--- src/rtl/batcharger_pkg.sv ---
// Shared state encoding, mode width and setpoint helpers for the multi-channel charger.
package batcharger_pkg;

    localparam int unsigned MODE_W    = 3;
    localparam int unsigned TC_SHIFT  = 3;
    localparam int unsigned END_SHIFT = 4;

    typedef enum logic [MODE_W-1:0] {
        ST_IDLE  = 3'd0,
        ST_TC    = 3'd1,
        ST_CC    = 3'd2,
        ST_CV    = 3'd3,
        ST_DONE  = 3'd4,
        ST_FAULT = 3'd5
    } state_e;

    // CC current code for a capacity select, saturated to the DAC range.
    function automatic int unsigned icc_code(input logic [3:0] sel,
                                             input int unsigned step,
                                             input int unsigned w);
        int unsigned prod;
        int unsigned lim;
        prod = (32'(sel) + 32'd1) * step;
        lim  = (32'd1 << w) - 32'd1;
        return (prod > lim) ? lim : prod;
    endfunction

endpackage

--- src/rtl/batcharger_ch_fsm.sv ---
// One charger channel: trickle/CC/CV/done/fault FSM with CV timer and registered outputs.
module batcharger_ch_fsm
    import batcharger_pkg::*;
#(
    parameter int unsigned W        = 10,
    parameter int unsigned TW       = 16,
    parameter int unsigned ICC_STEP = 16
) (
    input  logic              clk,
    input  logic              rstz,
    input  logic              en,
    input  logic              chen,
    input  logic              adc_valid,
    input  logic [W-1:0]      vbat,
    input  logic [W-1:0]      ibat,
    input  logic [W-1:0]      vtemp,
    input  logic [3:0]        sel,
    input  logic [W-1:0]      vcutoff,
    input  logic [W-1:0]      vtarget,
    input  logic [W-1:0]      vrech,
    input  logic [W-1:0]      tmin,
    input  logic [W-1:0]      tmax_code,
    input  logic [TW-1:0]     tmax,
    output logic [W-1:0]      iset,
    output logic              cv_en,
    output logic [MODE_W-1:0] mode,
    output logic              done,
    output logic              fault
);

    state_e              state_q, state_d;
    logic [TW-1:0]       timer_q, timer_d, timer_inc;
    logic [W-1:0]        iset_q;
    logic [MODE_W-1:0]   mode_q;
    logic                cv_en_q, done_q, fault_q;
    logic [W-1:0]        icc, itc, iend;
    logic                temp_bad;

    assign icc       = W'(icc_code(sel, ICC_STEP, W));
    assign itc       = icc >> TC_SHIFT;
    assign iend      = icc >> END_SHIFT;
    assign temp_bad  = (vtemp < tmin) || (vtemp > tmax_code);
    assign timer_inc = (timer_q == '1) ? timer_q : timer_q + TW'(1);

    always_comb begin
        state_d = state_q;
        if (!en || !chen) begin
            state_d = ST_IDLE;
        end else if (adc_valid) begin
            if (state_q != ST_IDLE && temp_bad) begin
                state_d = ST_FAULT;
            end else begin
                case (state_q)
                    ST_IDLE:  state_d = temp_bad ? ST_FAULT : ((vbat < vcutoff) ? ST_TC : ST_CC);
                    ST_TC:    if (vbat >= vcutoff) state_d = ST_CC;
                    ST_CC:    if (vbat >= vtarget) state_d = ST_CV;
                    // timeout compares the count including this cycle
                    ST_CV:    if ((ibat <= iend) || (timer_inc >= tmax)) state_d = ST_DONE;
                    ST_DONE:  if (vbat < vrech) state_d = ST_CC;
                    ST_FAULT: state_d = ST_IDLE;
                    default:  state_d = ST_IDLE;
                endcase
            end
        end
        timer_d = ((state_q == ST_CV) && (state_d == ST_CV)) ? timer_inc : '0;
    end

    always_ff @(posedge clk) begin
        if (!rstz) begin
            state_q <= ST_IDLE;
            timer_q <= '0;
            iset_q  <= '0;
            mode_q  <= '0;
            cv_en_q <= 1'b0;
            done_q  <= 1'b0;
            fault_q <= 1'b0;
        end else begin
            state_q <= state_d;
            timer_q <= timer_d;
            mode_q  <= state_q;
            cv_en_q <= (state_q == ST_CV);
            done_q  <= (state_q == ST_DONE);
            fault_q <= (state_q == ST_FAULT);
            case (state_q)
                ST_TC:        iset_q <= itc;
                ST_CC, ST_CV: iset_q <= icc;
                default:      iset_q <= '0;
            endcase
        end
    end

    assign iset  = iset_q;
    assign mode  = mode_q;
    assign cv_en = cv_en_q;
    assign done  = done_q;
    assign fault = fault_q;

endmodule

--- src/rtl/batcharger_ctrl_mc.sv ---
// Multi-channel battery charger controller: NCH independent channel FSMs on sliced buses.
module batcharger_ctrl_mc
    import batcharger_pkg::*;
#(
    parameter int unsigned NCH      = 2,
    parameter int unsigned W        = 10,
    parameter int unsigned TW       = 16,
    parameter int unsigned ICC_STEP = 16
) (
    input  logic [0:0]          clk,
    input  logic [0:0]          rstz,
    input  logic [0:0]          en,
    input  logic [NCH-1:0]      chen,
    input  logic [NCH-1:0]      adc_valid,
    input  logic [NCH*W-1:0]    vbat,
    input  logic [NCH*W-1:0]    ibat,
    input  logic [NCH*W-1:0]    vtemp,
    input  logic [NCH*4-1:0]    sel,
    input  logic [W-1:0]        vcutoff,
    input  logic [W-1:0]        vtarget,
    input  logic [W-1:0]        vrech,
    input  logic [W-1:0]        tmin,
    input  logic [W-1:0]        tmax_code,
    input  logic [TW-1:0]       tmax,
    output logic [NCH*W-1:0]    iset,
    output logic [NCH-1:0]      cv_en,
    output logic [NCH*MODE_W-1:0] mode,
    output logic [NCH-1:0]      done,
    output logic [NCH-1:0]      fault
);

    for (genvar k = 0; k < NCH; k++) begin : g_ch
        batcharger_ch_fsm #(
            .W        (W),
            .TW       (TW),
            .ICC_STEP (ICC_STEP)
        ) u_ch (
            .clk       (clk[0]),
            .rstz      (rstz[0]),
            .en        (en[0]),
            .chen      (chen[k]),
            .adc_valid (adc_valid[k]),
            .vbat      (vbat[k*W +: W]),
            .ibat      (ibat[k*W +: W]),
            .vtemp     (vtemp[k*W +: W]),
            .sel       (sel[k*4 +: 4]),
            .vcutoff   (vcutoff),
            .vtarget   (vtarget),
            .vrech     (vrech),
            .tmin      (tmin),
            .tmax_code (tmax_code),
            .tmax      (tmax),
            .iset      (iset[k*W +: W]),
            .cv_en     (cv_en[k]),
            .mode      (mode[k*MODE_W +: MODE_W]),
            .done      (done[k]),
            .fault     (fault[k])
        );
    end

endmodule

--- config.mk ---
export PLATFORM = sky130hd
export DESIGN_NAME = batcharger_ctrl_mc
export DESIGN_NICKNAME = d
export VERILOG_FILES = /design/src/rtl/batcharger_pkg.sv /design/src/rtl/batcharger_ch_fsm.sv /design/src/rtl/batcharger_ctrl_mc.sv
export SDC_FILE = /design/constraint.sdc
export NUM_CORES = 1
export LEC_CHECK = 0
export CORE_ASPECT_RATIO = 1.75
export CORE_MARGIN = 4
export CORE_UTILIZATION = 40
export CTS_BUF_LIST = sky130_fd_sc_hd__clkbuf_8
export DETAILED_ROUTE_END_ITERATION = 8
export GPL_TIMING_DRIVEN = 1
export PLACE_DENSITY_LB_ADDON = 0.25
export SLEW_MARGIN = 0
export SYNTH_ARGS = -nofsm -noshare
export SYNTH_HDL_FRONTEND = slang
export SYNTH_HIERARCHICAL = 1
export SYNTH_SLANG_ARGS = --single-unit
--- constraint.sdc ---
create_clock -name clk -period 4.49 [get_ports clk]
set_input_delay 0.898 -clock clk [delete_from_list [all_inputs] [get_ports clk]]
set_output_delay 0.898 -clock clk [all_outputs]
set_load 0.01 [all_outputs]
* After elaboration in Yosys (flattened, before gate mapping)
Cells that the tools add are included.
Storage, ports and cells: logic and storage cells 97, output and inout bits 32, input bits 141, register bits after elaboration 70
Cells by class: multiplexer cells 26, reduce and logical (&&, ||, !) cells 21, add/subtract/negate cells 4, equality and inequality tests 14, $lt $le $gt $ge 18
Operators by type and width (number):
- 32-bit by 10-bit > comparator with 1-bit output, second input constant | 2
- 10-bit less-than comparator | 6
- 3-bit 2-to-1 mux | 16
- 10-bit >= comparator | 4
- 10-bit case mux with 2 select lines | 2
- 16-bit by 1-bit adder with 16-bit output, second input constant | 2
- 16-bit equality test, second input constant | 2
- 16-bit >= comparator | 2
- 16-bit 2-to-1 mux | 2
- 3-bit case mux with 5 select lines | 2
- 10-bit > comparator | 2
- 10-bit by 6-bit <= comparator with 1-bit output | 2
- 10-bit 2-to-1 mux | 2
- 3-bit by 2-bit equality test with 1-bit output, second input constant | 6
- 3-bit equality test, second input constant | 4
- 4-bit by 1-bit adder with 5-bit output, second input constant | 2
- 3-bit by 1-bit equality test with 1-bit output, second input constant | 2
- 3-bit logical NOT | 2
- 1-bit logical OR | 6
- 3-bit nonzero test | 2
- 1-bit logical AND | 4
- 2-bit 2-to-1 mux | 2
- 2-bit AND reduction | 2
- 2-bit OR reduction | 2
- 1-bit logical NOT | 3

* Depth between registers and ports, before layout
depth after elaboration 13, gate-level depth with buffers 16

* Cells and area by module
The synthesis kept the hierarchy.
By module, submodules not included:
- batcharger_ch_fsm at g_ch[0].u_ch | instances 1, area each 3286.9 µm², cells an instance 404
- batcharger_ch_fsm at g_ch[1].u_ch | instances 1, area each 3249.4 µm², cells an instance 420

* Worst setup path after synthesis
OpenSTA, ideal clock, no wires.
path kind register to register, from register g_ch[0].u_ch.timer_q[3], to register g_ch[0].u_ch.timer_q[11], period minus slack after synthesis 3174 ps, stages on the path, launching flop included 16, arrival 3099 ps, buffers on the path 1, setup slack 1316 ps, data required time 4415 ps, library setup time 75 ps, path through dfxtp_1 > and4_4 > nand2_2 > nor4_4 > nor2_2 > nand2_1 > xnor2_1 > ha_1 > a21o_1 > a21o_1 > a21oi_1 > o211ai_1 > a21oi_1 > o221ai_4 > buf_6 > nor3b_2
Between the ends: word-level cells in the longest chain between the ends 12, elaborated cells between the ends (all ways) 13
RTL lines:
- start: declaration | RTL line batcharger_ch_fsm.sv:32 | logic [TW-1:0] timer_q, timer_d, timer_inc;
- start signal: assignment | RTL line batcharger_ch_fsm.sv:79 | timer_q <= timer_d;
- 16-bit by 1-bit adder with 16-bit output / 16-bit equality test (equally long branches) | RTL line batcharger_ch_fsm.sv:43 | assign timer_inc = (timer_q == '1) ? timer_q : timer_q + TW'(1);
- 16-bit 2-to-1 mux (*) | RTL line batcharger_ch_fsm.sv:43
- via g_ch[0].u_ch.timer_inc[9] | RTL line batcharger_ch_fsm.sv:32
- 16-bit >= comparator (*) | RTL line batcharger_ch_fsm.sv:58 | ST_CV: if ((ibat <= iend) || (timer_inc >= tmax)) state_d = ST_DONE;
- 1-bit logical OR (*) | RTL line batcharger_ch_fsm.sv:58
- 3-bit 2-to-1 mux (*) | RTL line batcharger_ch_fsm.sv:58
- 3-bit case mux with 5 select lines (*) | RTL line batcharger_ch_fsm.sv:53 | case (state_q)
- 3-bit 2-to-1 mux (*) | RTL line batcharger_ch_fsm.sv:50 | if (state_q != ST_IDLE && temp_bad) begin
- 3-bit 2-to-1 mux (*) | RTL line batcharger_ch_fsm.sv:49 | end else if (adc_valid) begin
- 3-bit 2-to-1 mux (*) | RTL line batcharger_ch_fsm.sv:47 | if (!en || !chen) begin
- 3-bit by 2-bit equality test with 1-bit output (*) | RTL line batcharger_ch_fsm.sv:65 | timer_d = ((state_q == ST_CV) && (state_d == ST_CV)) ? timer_inc : '0;
- 1-bit logical AND (*) | RTL line batcharger_ch_fsm.sv:65
- 2-bit AND reduction (no source line) (*)
Mark *: on every way through the listed nets, which the timed path passes. The rest lies on a longest branch. A chain may end at the register's enable or synchronous reset.

* Worst setup path after layout
from register g_ch[0].u_ch.timer_q[3], to register g_ch[0].u_ch.timer_q[2]
Same word-level chain as after synthesis.

==> out/metrics.yaml <==
clk_pin_slew_worst_paths_ns: 0.08
root_buffer: "clkbuf_8"
routed_wirelength_um: 18530
cp_num_buf_inv: 1
ant_nets: 0
slowest_stage: "nor4_4"
synth.distinct_cells: 70
diodes: 0
nets: 1273
fin_util_pct: 53.91
power_switching_uw: 495.1
grt_pass1_wl_um: 30320
yosysSeqAreaShare_pct: 20.21
period_share_pct: 84.94
yosysWarnings: 6
startpoint: "g_ch[0].u_ch/timer_q[3]"
postLayoutSetupSlackWorst_ns: 0.6761
synthArstFlopShare_pct: 0
core_mm2: 0.01595
hold_viol_final: 0
numCtsBuffers: 9
fin_setup_tns_ns: 0
p_seq_share_pct: 36.0
critPathKind: "flip-flop to flip-flop"
wl_per_cell_um: 15.65
worstReg2RegEnd: "g_ch[0].u_ch/timer_q[2]"
power_density_mw_per_mm2: 191.2
finalClockSkew_ns: 0.01420
synth-simple-area-share_pct: 22.57
grt_max_degree: 18
ys_dominant_reg_cell: "dfxtp_1"
hpwl_um: 16390
cts_setup_buffers: 0
place_area_mm2: 0.008368
avgSynthCellArea_um2: 7.932
critPathLaunchType: "flip-flop"
ys_ff_latch: 66
slew_viol_final: 0
grt_pass1_vias: 6557
crit_path_max_incr_delay_ns: 0.47
synth-compound-area-share_pct: 15.68
reg2reg_depth: 14
area_growth_syn_to_layout_pct: 31.57
swShare_pct: 30.11
fin_area_mm2: 0.008600
rsz0062_at_grt: "false"
synthAdderAreaFrac_pct: 27.35
drtIter0Drc: 200
start_util_pct: 40.98
fin_crit_ns: 3.814
synthMuxAreaShare_pct: 0.9954
worstPathRequired_ns: 4.74
cp.depth: 14
power_mw: 1.644
cp_max_fo: 16
syn_inst: 824
vias: 6204
drc_errors: 0
end_kind: "flip-flop"
io-pin-count: 173
maxCapViolations: 0
cts_tree: "yes"
die-area_mm2: 0.01853
netlist_area_mm2: 0.006536
synth_xor_area_share_pct: 3.082
clk_path_buf_depth: 2
comb_power_share_pct: 27.9
overflow: 0
tightest_slew_ns: 0.8033
max_slew_margin_pct: 46.32
ir_drop_mv: 0.1176
gp_congestion: 0.8685
vias_per_cell: 5.240
track_usage_pct: 20.47
antenna_found_initial: 0
path_delay_family: "compound AO/OA/AOI/OAI gates"
crit_end: "g_ch[0].u_ch/timer_q[2]"
io_buffers: 168
clock_latency_ns: 0.36
p_int_mw: 1.149
synth_enable_flop_cells: 0
p_leak_nw: 4.166
crit_top_cell: "a21o_1"
die_h_um: 177.1
hold_class: "flip-flop to flip-flop"
dp_slack_ns: 0.5971
worstReg2RegStart: "g_ch[0].u_ch/timer_q[3]"
num_rows: 61
crit_chain: "and4_4 -> nand2_2 -> nor4_4 -> nand3b_1 -> o21ai_0 -> inv_1 -> ha_1 -> a21o_1 -> a21o_1 -> a32oi_1 -> o211ai_1 -> a21oi_1 -> o221ai_4 -> nor4_1"
rrSetupSlack_ns: 0.68
clockPowerShare_pct: 36.1
critical_path_arrival_ns: 4.06
fmax_ghz: 0.2622
die_w_um: 104.6
holdBufCountCts: 0
clock_sinks: 66
synth_top_family_by_area: "adder cells"
finalSetupViolations: 0
htree_num_levels: 3
status: "completed"
drive_gt1_share_pct: 4.824
dr.pass1.iters: 4
cts-resized-gates: 0
-- synth_stat cells, drive strengths merged (2+ instances only) --
| library cell | count | share of area, % |
|---|---|---|
| a21oi | 48 | 3.7 |
| o21a | 5 | 0.57 |
| inv | 149 | 8.6 |
| nand4 | 23 | 2.4 |
| nand2 | 63 | 3.7 |
| xnor2 | 14 | 1.9 |
| o22ai | 2 | 0.19 |
| a31oi | 6 | 0.57 |
| ha | 142 | 27 |
| nor3 | 19 | 1.9 |
| nor2b | 9 | 0.86 |
| conb | 2 | 0.11 |
| a211oi | 9 | 1.0 |
| o211ai | 7 | 0.88 |
| a211o | 2 | 0.27 |
| dfxtp | 66 | 20 |
| and3 | 10 | 0.96 |
| o221ai | 4 | 0.80 |
| nand3 | 25 | 2.1 |
| or3 | 4 | 0.46 |
| a41oi | 3 | 0.69 |
| nor3b | 16 | 2.3 |
| and4 | 5 | 0.75 |
| and2 | 10 | 0.96 |
| o21ai | 31 | 2.4 |
| xor2 | 9 | 1.2 |
| buf | 11 | 1.2 |
| clkbuf | 4 | 0.23 |
| a21o | 18 | 2.1 |
| o31ai | 3 | 0.34 |
| mux2 | 4 | 0.69 |
| nor4 | 7 | 0.90 |
| o2111ai | 5 | 0.67 |
| nand2b | 11 | 1.1 |
| mux2i | 2 | 0.31 |
| nor2 | 57 | 3.4 |
-- per-stage QoR --
stage / cells / hold slack, ns
2_1_floorplan: 826 / 0.5308
3_3_place_gp: 1168 / 0.5652
3_5_place_dp: 1168 / 0.5813
4_1_cts: 1184 / 0.5918
5_1_grt: 1184 / 0.6153
6_report: 1184 / 0.5838
-- worst min-delay path: cells and delay by family, from the launching register on --
kind / cells / cell delay, ns
DFF: 1 / 0.33
and+or+nand+nor: 2 / 0.20
-- power groups by stage --
stage	Combinational [mW]	Clock, mW	Sequential (mW)
CTS	0.463	0.608	0.593
floorplan	0.238	0	0.605
global route	0.520	0.634	0.593
finish	0.459	0.593	0.592
detailed placement	0.460	0	0.606
global placement	0.453	0	0.606
-- cell type report --
cell class | instances | area [µm²]
well taps | 189 | 236.5
clock inverters | 7 | 107.6
multi-input cells | 596 | 4569
repair buffers | 168 | 1682
flip-flops and latches | 66 | 1321
clock buffers | 9 | 123.9
inverters | 149 | 559.3
fillers | 1483 | 7352
-- routing by layer --
layer / share of wire [%] / global-route usage [%]
met5: 0 / 0
met4: 5.4 / 11.49
met1: 35 / 19.09
met3: 4.6 / 3.578
met2: 55 / 41.05
-- flip-flops by register name (all words and copies together), names as in the netlist --
signal / flops
g_ch.u_ch/iset: 16
g_ch.u_ch/timer_q: 32
g_ch.u_ch/done: 2
g_ch.u_ch/cv_en: 2
g_ch.u_ch/fault: 2
g_ch.u_ch/mode: 6
g_ch.u_ch/state_q: 6
-- how the worst min path moves through the flow --
stage                                        from                       to  cells after the start  slack (ns)
final                     g_ch[0].u_ch/timer_q[2]  g_ch[0].u_ch/timer_q[2]                      2        0.58
after detailed placement  g_ch[0].u_ch/timer_q[2]  g_ch[0].u_ch/timer_q[2]                      2        0.58
after global placement    g_ch[0].u_ch/timer_q[2]  g_ch[0].u_ch/timer_q[2]                      2        0.57
after floorplan           g_ch[1].u_ch/timer_q[1]  g_ch[1].u_ch/timer_q[1]                      4        0.53
after global routing      g_ch[0].u_ch/timer_q[2]  g_ch[0].u_ch/timer_q[2]                      2        0.62
after CTS                 g_ch[0].u_ch/timer_q[2]  g_ch[0].u_ch/timer_q[2]                      2        0.59
-- cells in the final DEF, fill, tap and decap left out, types with 13 or more instances in the layout --
| master | netlist | routed |
|---|---|---|
| a21oi_1 | 48 | 48 |
| ha_1 | 142 | 142 |
| xnor2_1 | 14 | 14 |
| nand2_1 | 62 | 62 |
| o21ai_0 | 31 | 31 |
| a21o_1 | 18 | 18 |
| nor2_1 | 54 | 54 |
| dfxtp_1 | 66 | 66 |
| nand4_1 | 21 | 21 |
| clkdlybuf4s50_1 | 0 | 168 |
| inv_1 | 149 | 149 |
| nand3_1 | 24 | 24 |
| nor3_1 | 13 | 13 |
-- kinds of logic after synthesis --
| logic type | Yosys count |
|---|---|
| muxes | 6 |
| and+or+nand+nor | 266 |
| adders and majority gates | 143 |
| buffers and inverters | 164 |
| other | 2 |
| xor gates and xnor gates | 23 |
| DFF | 66 |
| AOI/OAI and AO/OA | 154 |
Note: power is estimated with default switching activity, not from simulation.
